$ cat src/rtl/mul_sched.sv
`default_nettype none
// ============================================================================
// Module   : mul_sched
// Purpose  : Round-robin scheduler that shares one sequential add-shift
//            multiplier among N_REQ requesters. It sequences the multiplier's
//            en/done protocol, returns tagged results on a single response
//            channel and aborts an operation whose done never arrives.
// Revision : 1.0 - initial release
// ============================================================================
module mul_sched #(
    parameter  int DATA_W = 32,
    parameter  int N_REQ  = 4,
    localparam int ID_W   = $clog2(N_REQ)
) (
    input  logic                      clk,
    input  logic                      rst_n,
    input  logic [N_REQ-1:0]          req_valid,
    output logic [N_REQ-1:0]          req_ready,
    input  logic [N_REQ-1:0]          req_sign,
    input  logic [N_REQ*DATA_W-1:0]   req_op_a,
    input  logic [N_REQ*DATA_W-1:0]   req_op_b,
    output logic                      rsp_valid,
    input  logic                      rsp_ready,
    output logic [ID_W-1:0]           rsp_id,
    output logic [2*DATA_W-1:0]       rsp_product,
    output logic                      rsp_err,
    output logic                      mul_en,
    output logic                      mul_sign,
    output logic [DATA_W-1:0]         mul_op_a,
    output logic [DATA_W-1:0]         mul_op_b,
    input  logic                      mul_done,
    input  logic [2*DATA_W-1:0]       mul_product
);

    // run_cnt must reach DATA_W+1, the last cycle a late done is still waited for
    localparam int              RUN_W    = $clog2(DATA_W + 3);
    localparam logic [RUN_W-1:0] WD_LIMIT = RUN_W'(DATA_W + 1);

    typedef enum logic [1:0] {
        IDLE = 2'd0,
        RUN  = 2'd1,
        RESP = 2'd2
    } state_t;

    state_t              state;
    logic [ID_W-1:0]     last;
    logic [RUN_W-1:0]    run_cnt;

    logic [2*N_REQ-1:0]  rot;
    logic                any_req;
    logic [ID_W-1:0]     winner;
    int                  pos;
    int                  tgt;

    logic                sel_sign;
    logic [DATA_W-1:0]   sel_a;
    logic [DATA_W-1:0]   sel_b;

    // Round-robin pick: rotate so that last+1 sits at bit 0, take the lowest
    // set bit, then map that offset back to an absolute requester index.
    always_comb begin
        rot     = {req_valid, req_valid} >> ({1'b0, last} + (ID_W+1)'(1));
        pos     = 0;
        any_req = 1'b0;
        for (int i = N_REQ - 1; i >= 0; i--) begin
            if (rot[i]) begin
                pos     = i;
                any_req = 1'b1;
            end
        end
        tgt = int'(last) + 1 + pos;
        if (tgt >= N_REQ) begin
            tgt = tgt - N_REQ;
        end
        winner = ID_W'(tgt);
    end

    // Grant is combinational so the requester sees acceptance in the same cycle
    always_comb begin
        req_ready = '0;
        for (int i = 0; i < N_REQ; i++) begin
            req_ready[i] = rst_n && (state == IDLE) && any_req && (winner == ID_W'(i));
        end
    end

    // Operand mux for the winning requester
    always_comb begin
        sel_sign = 1'b0;
        sel_a    = '0;
        sel_b    = '0;
        for (int i = 0; i < N_REQ; i++) begin
            if (winner == ID_W'(i)) begin
                sel_sign = req_sign[i];
                sel_a    = req_op_a[i*DATA_W +: DATA_W];
                sel_b    = req_op_b[i*DATA_W +: DATA_W];
            end
        end
    end

    // Control FSM with all datapath and response outputs registered
    always_ff @(posedge clk or negedge rst_n) begin
        if (!rst_n) begin
            state       <= IDLE;
            last        <= ID_W'(N_REQ - 1);
            run_cnt     <= '0;
            rsp_valid   <= 1'b0;
            rsp_id      <= '0;
            rsp_product <= '0;
            rsp_err     <= 1'b0;
            mul_en      <= 1'b0;
            mul_sign    <= 1'b0;
            mul_op_a    <= '0;
            mul_op_b    <= '0;
        end else begin
            case (state)
                IDLE: begin
                    if (any_req) begin
                        mul_sign <= sel_sign;
                        mul_op_a <= sel_a;
                        mul_op_b <= sel_b;
                        rsp_id   <= winner;
                        last     <= winner;
                        run_cnt  <= '0;
                        mul_en   <= 1'b1;
                        state    <= RUN;
                    end
                end
                RUN: begin
                    run_cnt <= run_cnt + RUN_W'(1);
                    if (mul_done) begin
                        rsp_product <= mul_product;
                        rsp_err     <= 1'b0;
                        rsp_valid   <= 1'b1;
                        mul_en      <= 1'b0;
                        state       <= RESP;
                    end else if (run_cnt == WD_LIMIT) begin
                        // Multiplier overdue: report an error with a zero product
                        rsp_product <= '0;
                        rsp_err     <= 1'b1;
                        rsp_valid   <= 1'b1;
                        mul_en      <= 1'b0;
                        state       <= RESP;
                    end
                end
                RESP: begin
                    if (rsp_ready) begin
                        rsp_valid <= 1'b0;
                        state     <= IDLE;
                    end
                end
                default: begin
                    state <= IDLE;
                end
            endcase
        end
    end

endmodule
`default_nettype wire
$ cat config.mk
export PLATFORM = sky130hd
export DESIGN_NAME = mul_sched
export DESIGN_NICKNAME = d
export VERILOG_FILES = /design/src/rtl/mul_sched.sv
export SDC_FILE = /design/constraint.sdc
export NUM_CORES = 1
export LEC_CHECK = 0
export BUFFER_PORTS_ARGS = -buffer_cell sky130_fd_sc_hd__buf_2
export CORE_AREA = 8 8 177 179
export DETAILED_ROUTE_END_ITERATION = 10
export DIE_AREA = 0 0 185 187
export MAX_ROUTING_LAYER = met4
export RECOVER_POWER = 100
export SLEW_MARGIN = 20
export SYNTH_ARGS = -nofsm -noshare
export SYNTH_HDL_FRONTEND = slang
export SYNTH_SLANG_ARGS = --single-unit
$ cat constraint.sdc
create_clock -name clk -period 11.1 [get_ports clk]
set_clock_uncertainty 0.1 [all_clocks]
set_input_delay 2.775 -clock clk [delete_from_list [all_inputs] [get_ports clk]]
set_output_delay 2.775 -clock clk [all_outputs]
set_load 0.02 [all_outputs]
Yosys cells after proc, flatten, opt, wreduce, memory -nomap -nowiden
Cells that the tools add are included.
- bits of input ports: 332
- bits in registers: 144
- logic and storage cells: 83
- memory bits (read-only): 0
- output and inout port bits: 138
- RAM bits: 0
- memories: 0
- latch bits: 0
- div/mod/pow operators: 0
- reduce and logical (&&, ||, !) cells: 17
- magnitude comparators: 1
- bitwise gates (word level): 0
- eq/ne operators: 9
- multipliers: 0
- muxes and demuxes: 39
- add/subtract/negate cells: 5
- shift operators: 1
- operator list (operator ; count):
    32-bit 2-to-1 mux ; 11
    64-bit 2-to-1 mux ; 2
    4-bit by 32-bit adder with 32-bit output ; 1
    32-bit by 4-bit greater-or-equal comparator with 1-bit output (second input constant) ; 1
    1-bit 2-to-1 mux ; 15
    2-bit 2-to-1 mux ; 6
    6-bit one-hot mux with 2 select lines ; 1
    3-bit AND reduction ; 3
    8-bit by 3-bit >> shifter with 4-bit output ; 1
    2-bit by 1-bit adder with 3-bit output (second input constant) ; 2
    6-bit by 1-bit adder with 6-bit output (second input constant) ; 1
    2-bit equality test (second input constant) ; 3
    6-bit equality test (second input constant) ; 1
    1-bit logical AND ; 6
    6-bit 2-to-1 mux ; 1
    2-bit one-hot mux with 3 select lines ; 1
    2-bit AND reduction ; 3
    2-bit nonzero test ; 3
    2-bit by 1-bit equality test with 1-bit output (second input constant) ; 2
    2-bit logical NOT ; 2
    2-bit inequality test (second input constant) ; 2
    1-bit one-hot mux with 2 select lines ; 2
    3-bit inequality test (second input constant) ; 1
    2-bit by 1-bit subtractor with 2-bit output (second input constant) ; 1

Depth between registers and ports, before layout
Gate-level depths: netlist of run 1.
- depth after elaboration: 14
- gate-level depth with buffers: 13
- mapped depth without buffers: 10

Worst setup path before layout of run 1
No wires, ideal clock.
- kind: input to output
- from: input req_valid[3]
- to: output req_ready[0]
- required time: 8.225 ns
- setup slack: 3.337 ns
- data arrival time: 4.888 ns
- stages: 13
- path buffers: 3
- cell sequence: buf_6 > nand2_1 > a21oi_1 > o22ai_1 > o21a_1 > ha_1 > xnor2_2 > xnor2_2 > nor4_4 > buf_6 > buf_6 > nor2_1 > nor3_1
- word-level cells in the longest chain between the ends: 10
- elaborated cells on any way between the ends: 16
- classes of those cells: add/sub: 2; order compare: 1; shift: 1; mux: 9; reduce/logical: 3
- RTL lines (item ; line ; source):
    start, declared ; 17 ; input logic [N_REQ-1:0] req_valid,
    8-bit by 3-bit >> shifter with 4-bit output * ; 62 ; rot = {req_valid, req_valid} >> ({1'b0, last} + (ID_W+1)'(1));
    2-bit 2-to-1 mux ; 66 ; if (rot[i]) begin
    32-bit 2-to-1 mux (3 in a row) ; 66 ;
    4-bit by 32-bit adder with 32-bit output ; 71 ; tgt = int'(last) + 1 + pos;
    32-bit by 4-bit greater-or-equal comparator with 1-bit output / 2-bit by 1-bit subtractor with 2-bit output (equally long branches) ; 72, 73 ;
    2-bit 2-to-1 mux ; 72 ; if (tgt >= N_REQ) begin
    2-bit logical NOT ; 82 ; req_ready[i] = rst_n && (state == IDLE) && any_req && (winner == ID_W'(i));
    1-bit logical AND * ; 82 ;
    end, declared ; 18 ; output logic [N_REQ-1:0] req_ready,
Mark *: on every way between the ends. The rest lies on a longest branch, timed or not.

==> summary.txt, run 1 <==
Outcome
  • Status: finished, violations left
  • Violated checks: capacitance limit, slew limit

Yosys
  • Async SR Flop Fraction: 100%
  • Cells after synthesis: 781
  • Synth Area in Adders: less than 1%
  • Compound-Gate Fraction of Synth Area: around a third
  • Synth top area cells: dfrtp_1 (42%), nor2b_1 (9.8%), a2111oi_2 (6.8%)
  • Dominant synthesized flop cell: dfrtp_1
  • Post-synth EDFFs: 0
  • Xor/xnor share of the synthesized area: less than 1%
  • Mux share of post-synthesis cell area: 0.117%
  • Synth Register Bits: 144
  • Syn Nets: ~1100
  • Syn avg cell area: about 11 um2
  • Sequential area share after synthesis: a little over two fifths
  • Largest family of logic cells by synthesized area: compound AO/OA/AOI/OAI gates
  • Cell Area, Synth: between 0.008 and 0.009 mm2
  • Post-Synth Simple-Gate Area: around 16%
  • Largest area contributor in the netlist: dfrtp_1
  • Yosys warns: 0
  • Synth top area share: 41.5%
  • Synth cell types: 46

Critical path
  • Setup CP Type: primary input to register
  • R2r endpoint: mul_op_b[25]
  • Worst path buffer plus inverter count: 3
  • Reg2reg path depth: 9
  • R2r setup slk: around 4.4 ns
  • Setup crit end: mul_op_b[25]
  • Worst reg2reg path startpoint: last[1]
  • Critical-path top delay cell: clkbuf_1
  • Instance count on the critical path: 10
  • Crit-path cells: clkbuf_1 -> nor2b_1 -> a21oi_1 -> o22ai_1 -> o21a_1 -> ha_1 -> buf_4 -> clkbuf_1 -> a2111oi_0 -> o31ai_2
  • CP max FO: 109
  • CP top delay family: buffers and inverters
  • Crit path from: req_valid[3]
  • Worst Path Required: ~11 ns
  • Most used cell, CP: clkbuf_1
  • Data arrival time of the worst path: 8.95 ns
  • Critical Path Start Type: primary input
  • CP Capture Type: register
  • CP max stage delay: 2.54 ns

STA
  • RSZ-0062 raised after global routing: no
  • Setup ws final: 2.35 ns
  • Worst slew margin: -148%
  • Fin crit period: approximately 8.8 ns
  • Final hold vios: 0
  • Final Max Slew Viols: between 400 and 500
  • Max Fclk: ~110 MHz
  • Final period util: 78.8%
  • Worst slew pin tran: ~3.7 ns
  • Final setup TNS: 0 ns
  • Final setup fails: 0

Routing
  • Vias per cell: roughly 5
  • Initial drt markers: 370
  • Post-Route WL: approximately 33 mm
  • Vias: ~8000
  • Routed len/inst: approximately 21 um
  • DRC: 0
  • Drt first pass iters: 4
  • Number of routed nets with antenna violations: 0

Power
  • Leakage power: between 4 and 5 nW
  • Switching portion of total power: ~52%
  • Internal: roughly 2.1 mW
  • Psw: about 2.3 mW
  • Sequential fraction of design power: 21.5%
  • Clock power share: 13.0%
  • Gate power share: 65.5%
  • Pwr dens: around 400 mW/mm2
  • Maximum vdd drop: 0.304 mV

Placement
  • Post-Place Setup Slack: about 3.6 ns
  • Detail Placement HPWL: ~25 mm
  • Dpl cell area: 0.0110 mm2
  • # port buffers: approximately 470
  • Final GP Congestion: 0.876
  • DP Cell Count: roughly 1600

Floorplanning
  • DIE WIDTH: 185 um
  • Full die area: between 0.03 and 0.04 mm2
  • Die Y: 187 um
  • Initial Util: a little under a third
  • Number of cell rows: between 60 and 70
  • Total core area: approximately 0.028 mm2
  • Ports: between 400 and 500

Cells and area
  • Share of cells above drive strength 1: 38.6%
  • Nets@finish: approximately 1500
  • Post-route cell area: 0.0113 mm2
  • FILL cells: a little under 3000
  • P&R area growth vs syn: 31.9%
  • Fin cells: 1599

Clock tree
  • Root Driver: clkbuf_16
  • CTS Buf Count: 17
  • CTS tree: yes
  • Number of clock sinks: ~140
  • Htree depth: 4
  • Number of hold buffers added after cts: 0
  • Max Buffers Root-to-Sink: 2
  • Post-cts sizing count: 0
  • Clk pin slew, worst setup/hold paths: 0.06 ns
  • Clock Latency Late Sink: between 0.4 and 0.5 ns
  • Post-CTS Setup Bufs: 0

Worst hold path
  • Worst Hold Class: register to register
  • Hold path cells: 2

Global route
  • Total GRT Usage: between 10% and 20%
  • Vias in the first global route: 8500
  • Largest net degree at the start of global routing: 110
  • Antenna violations before repair: 10
  • First-pass GRT wire length: roughly 50 mm
  • GRT overflow: 0

Flow run
  • Max-cap check violation count: 7
[synthesized netlist by cell type, types with 2 or more instances]
master,count
o31ai_1,28
nand2_1,79
a2111oi_2,39
o31ai_2,37
dfstp_2,2
o21ai_1,2
nor3_1,5
nand3_1,5
or3_1,2
buf_2,18
nand2b_1,3
nor2b_1,134
ha_1,3
a221oi_1,37
o21a_1,2
nor3b_1,2
buf_4,12
a22o_1,66
o21ai_0,9
a21oi_1,4
dfrtp_1,142
clkbuf_2,2
a221oi_2,28
nor2_1,12
buf_1,5
xnor2_1,3
clkbuf_1,39
xnor2_2,2
a2111oi_0,26
inv_1,4
buf_6,14
[worst min-delay path by stage]
stage | startpoint | end | slack [ns]
global route | mul_op_a[21] | mul_op_a[21] | 0.40
floorplan | run_cnt[5] | run_cnt[5] | 0.35
detailed placement | mul_op_b[1] | mul_op_b[1] | 0.36
global placement | mul_op_b[8] | mul_op_b[8] | 0.36
finish | mul_op_b[1] | mul_op_b[1] | 0.37
CTS | mul_op_b[1] | mul_op_b[1] | 0.37
[layer usage]
layer | up-vias | share of wire [%] | track usage (%)
li1 | 3849 | - | -
met1 | 3772 | 40 | 21.6
met2 | 348 | 49 | 32.0
met3 | 33 | 8.5 | 5.77
met4 | 0 | 2.2 | 5.63
met5 | - | 0 | -
[worst min-delay path: cells and delay by family (launching register included)]
kind	cells	cell delay, ns
AOI/OAI and AO/OA	1	0.05
DFF	1	0.34
and+or+nand+nor	1	0.05
[power by group through the flow]
| stage | Combinational, mW | Clock, mW | Sequential, mW |
|---|---|---|---|
| 2_1_floorplan | 2.13 | 0 | 1.22 |
| 3_3_place_gp | 3.05 | 0 | 0.940 |
| 3_5_place_dp | 3.07 | 0 | 0.946 |
| 4_1_cts | 3.07 | 0.594 | 0.940 |
| 5_1_grt | 3.20 | 0.619 | 0.985 |
| 6_report | 2.90 | 0.575 | 0.949 |
[area by class of cell]
cell class / count / area [um2] / share of cell area, %
sequential: 144 / 3610 / 32.0
timing repair buffer: 481 / 2240 / 19.9
clock buffer: 18 / 439 / 3.89
inverter: 4 / 15.0 / 0.133
tap: 384 / 480 / 4.26
multi-input combinational: 543 / 4330 / 38.4
clock inverter: 14 / 140 / 1.24
antenna: 11 / 27.5 / 0.244
[layout by cell type, fill, tap and decap left out, types with 2 or more instances in the layout]
master,netlist,routed
clkinv_4,0,2
nand3_1,5,5
a221oi_1,37,37
a22o_1,66,66
a21oi_1,4,4
clkinvlp_4,0,2
diode_2,0,11
inv_1,4,4
xnor2_2,2,2
inv_6,0,4
nand2_1,79,78
nor2_1,12,12
clkbuf_1,39,145
dfrtp_1,142,142
nand2b_1,3,3
clkbuf_16,0,17
a221oi_2,28,28
buf_2,18,329
dfstp_2,2,2
nor2b_1,134,134
nor3_1,5,5
inv_8,0,5
o31ai_2,37,26
ha_1,3,3
a2111oi_0,26,33
o21ai_0,9,9
buf_4,12,7
o31ai_1,28,39
o21ai_1,2,2
a2111oi_2,39,32
or3_1,2,2
o21a_1,2,2
nor3b_1,2,2
xnor2_1,3,3
[cell families after synthesis]
family                     count (synthesis)
adders and majority gates                  3
xor gates and xnor gates                   5
and+or+nand+nor                          247
DFF                                      144
buffers and inverters                     94
muxes                                      1
AOI/OAI and AO/OA                        287
[per-stage QoR]
step           total power, mW  hold WS [ns]  utilization [%]
6_report                  4.42         0.373             39.7
5_1_grt                   4.80         0.399             39.7
4_1_cts                   4.60         0.375             40.8
3_5_place_dp              4.01         0.360             38.7
3_3_place_gp              3.99         0.357             38.7
2_1_floorplan             3.35         0.349                -
[sequential cells by signal, indices dropped and copies added (netlist names)]
signal	count
rsp_valid	1
run_cnt	6
rsp_err	1
last	2
mul_op_a	32
mul_sign	1
state	2
rsp_product	64
mul_op_b	32
rsp_id	2
mul_en	1
(Power assumes the default switching activity.)
==> run 2, diff against run 1 <==
==> constraint.sdc (replaced) <==
create_clock -name clk -period 7.7 [get_ports clk]
set_clock_uncertainty 0.1 [all_clocks]
set_input_delay 1.925 -clock clk [delete_from_list [all_inputs] [get_ports clk]]
set_output_delay 1.925 -clock clk [all_outputs]
set_load 0.02 [all_outputs]
==> summary.txt, run 2 (same netlist as run 1, synthesis figures left out) <==
Outcome
  • Status: finished, violations left
  • Violated checks: capacitance limit, slew limit

Clock tree
  • CTS tree: yes
  • Clk pin slew, worst setup/hold paths: 0.07 ns (about the same)
  • Root Driver: clkbuf_16
  • Post-CTS Setup Bufs: 0 (unchanged)
  • Max Buffers Root-to-Sink: 2 (unchanged)
  • CTS Buf Count: 17 (unchanged)
  • Number of clock sinks: 144 (unchanged)
  • Number of hold buffers added after cts: 0 (unchanged)
  • Post-cts sizing count: 0 (unchanged)
  • Clock Latency Late Sink: 0.43 ns (+0.02 ns)
  • Htree depth: 4 (unchanged)

Routing
  • Drt first pass iters: 4 (unchanged)
  • Initial drt markers: 394 (+6.5%)
  • Number of routed nets with antenna violations: 0 (unchanged)
  • Top layer reached by signal wires: met4
  • Post-Route WL: 33.3 mm (about the same)
  • Routed wl met3: 2.78 mm (-1.9%)
  • Vias: 7988 (-0.17%)
  • DRC: 0 (unchanged)
  • M1 WL: 13.7 mm (+2.4%)
  • Vias per cell: 5.00 (-0.11%)
  • Routed len/inst: 20.8 um (+0.10%)
  • Metal2 WL: 16.2 mm (-0.63%)

Cells and area
  • Max FFs per register: 64 (unchanged)
  • Final Util: 39.8% (about the same)
  • Nets@finish: 1528 (+0.13%)
  • Commonest non-fill, non-tap cell in the layout: buf_2
  • Commonest cells after routing, fill and taps aside: buf_2 (329), clkbuf_1 (143), dfrtp_1 (142)
  • Largest registers: rsp_product (64), mul_op_a (32), mul_op_b (32)
  • FILL cells: 2965 (-0.24%)
  • Top reg by flops: rsp_product
  • Footprint of the multi-input gates: 0.00427 mm2 (-1.4%)
  • Reg area: 0.00361 mm2 (unchanged)
  • P&R area growth vs syn: 32.0% (about the same)
  • Share of cells above drive strength 1: 38.1% (-0.48 points)

STA
  • Worst slew pin tran: 2.95 ns (-0.766 ns)
  • Final period util: between 80 and 90%
  • Hold slack final: 0.374 ns (+0.00101 ns)
  • RSZ-0062 raised after global routing: no
  • Final hold vios: 0 (unchanged)
  • Final setup fails: 0 (unchanged)
  • Final setup TNS: 0 ns (unchanged)
  • Final Max Slew Viols: 376 (-14%)
  • Setup ws final: 1.45 ns (-0.898 ns)
  • Fin crit period: about 6.2 ns
  • Worst slew margin: -96.8% (+51 points)
  • Max Fclk: approximately 160 MHz

Critical path
  • Setup CP Type: primary input to register
  • Worst Path Required: 7.89 ns (-3.41 ns)
  • Worst path buffer plus inverter count: 2 (-1)
  • CP top delay family: simple AND/OR/NAND/NOR gates
  • Data arrival time of the worst path: 6.44 ns (-2.51 ns)
  • CP max stage delay: 1.96 ns (-0.58 ns)
  • Critical Path Start Type: primary input
  • CP max FO: 73 (-33%)
  • Critical-path top delay cell: or3_1
  • CP Capture Type: register
  • Crit-path cells: clkbuf_1 -> nor4_1 -> or3_1 -> clkbuf_2 -> nand2_1 -> o31ai_1

Placement
  • # port buffers: 469 (unchanged)
  • Detail Placement HPWL: 24.3 mm (-1.2%)
  • Post-Place Setup Slack: 1.82 ns (-1.73 ns)
  • Final GP Congestion: 0.874 (-0.14%)

Floorplanning
  • Ports: 470 (unchanged)
  • Die Y: 187 um (unchanged)
  • Full die area: 0.0346 mm2 (unchanged)
  • DIE WIDTH: 185 um (unchanged)
  • Initial Util: 30.1% (unchanged)
  • Total core area: 0.0284 mm2 (unchanged)
  • Number of cell rows: 62 (unchanged)

Flow run
  • Max-cap check violation count: 6 (-1)

Global route
  • First-pass GRT wire length: 49.4 mm (-1.5%)
  • Antenna violations before repair: 9 (-1)
  • GRT overflow: 0 (unchanged)
  • Vias in the first global route: 8235 (-3.1%)
  • Largest net degree at the start of global routing: 99 (-10%)
  • Total GRT Usage: 18.8% (-0.24 points)

Power
  • Leakage power: 4.92 nW (+0.62%)
  • Maximum vdd drop: 0.363 mV (+19%)
  • Pwr dens: 563 mW/mm2 (+44%)

Worst hold path
  • Worst Hold Class: register to register
## run 2: cell count changes in the layout (fill, tap and decap cells not counted), moves of 2 or more
| cell | delta |
|---|---|
| a2111oi_0 | +8 |
| a2111oi_2 | -8 |
| a221oi_1 | +2 |
| a221oi_2 | -2 |
| clkbuf_1 | -2 |
| clkbuf_2 | +2 |
| clkinv_4 | +2 |
| clkinvlp_4 | -2 |
| diode_2 | -3 |
| o31ai_1 | -2 |
| o31ai_2 | +2 |
## run 2: where the power goes
part,total (mW),switching [mW],internal (mW),leakage (nW)
clock network,0.864,0.390,0.474,0.299
logic,4.13,2.72,1.41,2.85
registers,1.37,0.216,1.15,1.77
## run 2: metrics by stage
stage	instance area (um2)	std cells	total power, mW
6_report	11300	1598	6.36
3_5_place_dp	11000	1557	5.80
2_1_floorplan	8550	781	4.83
3_3_place_gp	11000	1557	5.75
5_1_grt	11300	1598	6.87
4_1_cts	11600	1589	6.68
## run 2: layer usage
metal,track usage (%),up-vias
met5,-,-
met4,5.11,0
met3,5.83,24
met2,31.2,337
met1,21.8,3787
li1,-,3840
## run 2: worst register-to-register path: stages (launching register included)
cell,delay [ns]
dfstp_2,0.61
nand2_1,0.09
a2bb2oi_1,0.19
o221ai_1,0.15
o21a_1,0.14
ha_1,0.37
buf_4,0.71
clkbuf_2,1.34
nor2b_1,0.20
a2111oi_0,0.61
o31ai_2,0.09
## run 2: cell type report
type | instances | area share (%)
Antenna cell | 8 | 0.177
Clock buffer | 18 | 3.89
Clock inverter | 14 | 1.50
Inverter | 4 | 0.133
Multi-Input combinational cell | 543 | 37.9
Sequential cell | 144 | 31.9
Tap cell | 384 | 4.26
Timing Repair Buffer | 483 | 20.2
## run 2: final timing paths
kind                       depth (start not counted)  slack, ns      endpoint          from
max in group asynchronous                          2       2.98  mul_op_a[14]         rst_n
hold reg to reg                                    2       0.37   mul_op_b[0]   mul_op_b[0]
setup / recovery                                   6       1.45  mul_op_b[20]  req_valid[3]
hold / removal                                     2       0.37   mul_op_b[0]   mul_op_b[0]
min in group asynchronous                          1       1.33  mul_op_b[11]         rst_n
setup reg to reg                                  10       2.89  mul_op_a[15]       last[1]
==> run 3, diff against run 2 <==
==> constraint.sdc (replaced) <==
create_clock -name clk -period 6.4 [get_ports clk]
set_clock_uncertainty 0.1 [all_clocks]
set_input_delay 1.6 -clock clk [delete_from_list [all_inputs] [get_ports clk]]
set_output_delay 1.6 -clock clk [all_outputs]
set_load 0.02 [all_outputs]
==> summary.txt, run 3 (same netlist as run 1, synthesis figures left out) <==
Floorplanning
  • Full die area: 0.0346 mm2 (unchanged)
  • Ports: 470 (unchanged)
  • Die Y: 187 um (unchanged)
  • DIE WIDTH: 185 um (unchanged)
  • Initial Util: 30.1% (unchanged)
  • Number of cell rows: 62 (unchanged)
  • Total core area: 0.0284 mm2 (unchanged)

Worst hold path
  • Worst Hold Class: register to register
  • WHS Endpoint: mul_op_b[0]
  • Hold path cells: 2 (unchanged)
  • HP Start: mul_op_b[0]

Global route
  • Largest net degree at the start of global routing: 160 (+62%)
  • Vias in the first global route: 8330 (+1.2%)
  • Total GRT Usage: 19.1% (+0.23 points)
  • Antenna violations before repair: 7 (-2)
  • First-pass GRT wire length: 49.9 mm (+1.1%)
  • GRT overflow: 0 (unchanged)

Routing
  • DRC: 0 (unchanged)
  • Vias per cell: 5.01 (+0.30%)
  • Vias: 7992 (+0.050%)
  • Post-Route WL: 33.3 mm (+0.14%)
  • Initial drt markers: 342 (-13%)
  • Drt first pass iters: 4 (unchanged)
  • Routed len/inst: 20.9 um (+0.39%)
  • Number of routed nets with antenna violations: 0 (unchanged)

Cells and area
  • P&R area growth vs syn: 31.2%
  • Max FFs per register: 64 (unchanged)
  • Largest registers: rsp_product (64), mul_op_a (32), mul_op_b (32)
  • Commonest cells after routing, fill and taps aside: buf_2 (328), clkbuf_1 (142), dfrtp_1 (142)
  • Share of cells above drive strength 1: 38.0% (-0.15 points)
  • Nets@finish: 1525 (-0.20%)
  • FILL cells: 2966 (+0.034%)
  • Top reg by flops: rsp_product
  • Commonest non-fill, non-tap cell in the layout: buf_2

Clock tree
  • Clk pin slew, worst setup/hold paths: 0.06 ns (about the same)
  • CTS tree: yes
  • Max Buffers Root-to-Sink: 2 (unchanged)
  • Post-CTS Setup Bufs: 0 (unchanged)
  • Root Driver: clkbuf_16
  • Clock Latency Late Sink: 0.42 ns (about the same)
  • Number of hold buffers added after cts: 0 (unchanged)
  • Number of clock sinks: 144 (unchanged)
  • CTS Buf Count: 17 (unchanged)
  • Htree depth: 4 (unchanged)
  • Post-cts sizing count: 0 (unchanged)

Power
  • Maximum vdd drop: 0.796 mV (+120%)
  • Gate power share: 65.1% (+0.2 points)
  • Pwr dens: 676 mW/mm2 (+20%)
  • Switching portion of total power: 52.5% (+0.26 points)
  • Leakage power: 4.90 nW (-0.40%)
  • Internal: 3.61 mW (+19%)
  • Sequential fraction of design power: 21.7% (+0.2 points)
  • Psw: 3.98 mW (+20%)
  • Tot Pwr: 7.59 mW (+19%)
  • Clock power share: 13.2% (-0.4 points)

STA
  • Final period util: 86.3%
  • Final setup fails: 0 (unchanged)
  • Max Fclk: approximately 180 MHz
  • Final setup TNS: 0 ns (unchanged)
  • Final hold vios: 0 (unchanged)
  • Fin crit period: between 5 and 6 ns
  • Worst slew pin tran: 2.82 ns (-0.128 ns)
  • Final Max Slew Viols: 305 (-19%)
  • Worst slew margin: -88.3% (+8.5 points)
  • RSZ-0062 raised after global routing: no

Flow run
  • Max-cap check violation count: 5 (-1)

Critical path
  • Worst reg2reg path startpoint: last[1]
  • CP max FO: 8 (-89%)
  • R2r endpoint: mul_op_a[20]
  • Reg2reg path depth: 11 (+1)
  • CP Capture Type: output port
  • Worst Path Required: 4.70 ns (-3.19 ns)
  • Setup CP Type: primary input to output port
  • Critical Path Start Type: primary input
  • Data arrival time of the worst path: 3.83 ns (-2.61 ns)
  • R2r setup slk: 2.14 ns (-0.75 ns)

Placement
  • Final GP Congestion: 0.880 (+0.65%)
  • Detail Placement HPWL: 24.3 mm (about the same)
  • # port buffers: 469 (unchanged)

Outcome
  • Status: finished, violations left
  • Violated checks: capacitance limit, slew limit
[run 3: cell count changes in the layout (fill, tap and decap cells not counted), sizes merged]
cell,previous run,this run
bufinv,1,0
clkinvlp,0,2
diode,8,7
buf,338,335
clkinv,6,3
inv,11,13
[run 3: final cells by class]
cell class	instances	area, um2	area share [%]
timing repair buffer	480	2270	20.2
clock inverter	14	140	1.25
antenna	7	17.5	0.156
inverter	4	15.0	0.134
clock buffer	18	439	3.91
multi-input combinational	543	4260	37.9
tap	384	480	4.28
sequential	144	3610	32.1
[run 3: layer usage]
layer	vias up	wire, um	GRT usage, %
met2	323	16600	32.0
met5	-	0	-
met1	3803	13600	22.2
met4	0	405	4.93
met3	16	2720	5.15
li1	3850	-	-
[run 3: how the worst max path moves through the flow]
stage | from | end | slack, ns | cells past startpoint
4_1_cts | req_valid[0] | req_ready[3] | 1.18 | 12
5_1_grt | req_valid[3] | req_ready[0] | 0.69 | 12
2_1_floorplan | req_valid[3] | req_ready[0] | 0.99 | 13
6_report | req_valid[3] | req_ready[2] | 0.87 | 12
3_3_place_gp | req_valid[0] | req_ready[3] | 1.25 | 12
3_5_place_dp | req_valid[0] | req_ready[3] | 1.19 | 12
[run 3: through the flow]
stage	setup WS, ns	area, um2	hold WS (ns)	instances	util (%)
finish	0.874	11200	0.373	1594	39.5
global route	0.690	11200	0.402	1593	39.5
CTS	1.18	11600	0.374	1587	40.8
detailed placement	1.19	11000	0.360	1555	38.8
global placement	1.25	11000	0.353	1555	38.8
floorplan	0.987	8550	0.349	781	-
[run 3: power by group through the flow]
stage / sequential [mW] / clock, mW / combinational, mW
after floorplan: 2.12 / 0 / 3.69
after global placement: 1.63 / 0 / 5.29
after detailed placement: 1.64 / 0 / 5.35
after CTS: 1.63 / 1.04 / 5.36
after global routing: 1.70 / 1.07 / 5.44
final: 1.64 / 1.00 / 4.94
[run 3: worst max-delay path, stage by stage]
cell and delay (ns):
clkbuf_1 0.27, nor2b_1 0.13, a21oi_1 0.14, o22ai_1 0.09
o21a_1 0.18, ha_1 0.18, xnor2_1 0.31, xnor2_1 0.19
nand4_1 0.16, nand2_1 0.12, nor3_1 0.19, clkbuf_1 0.27
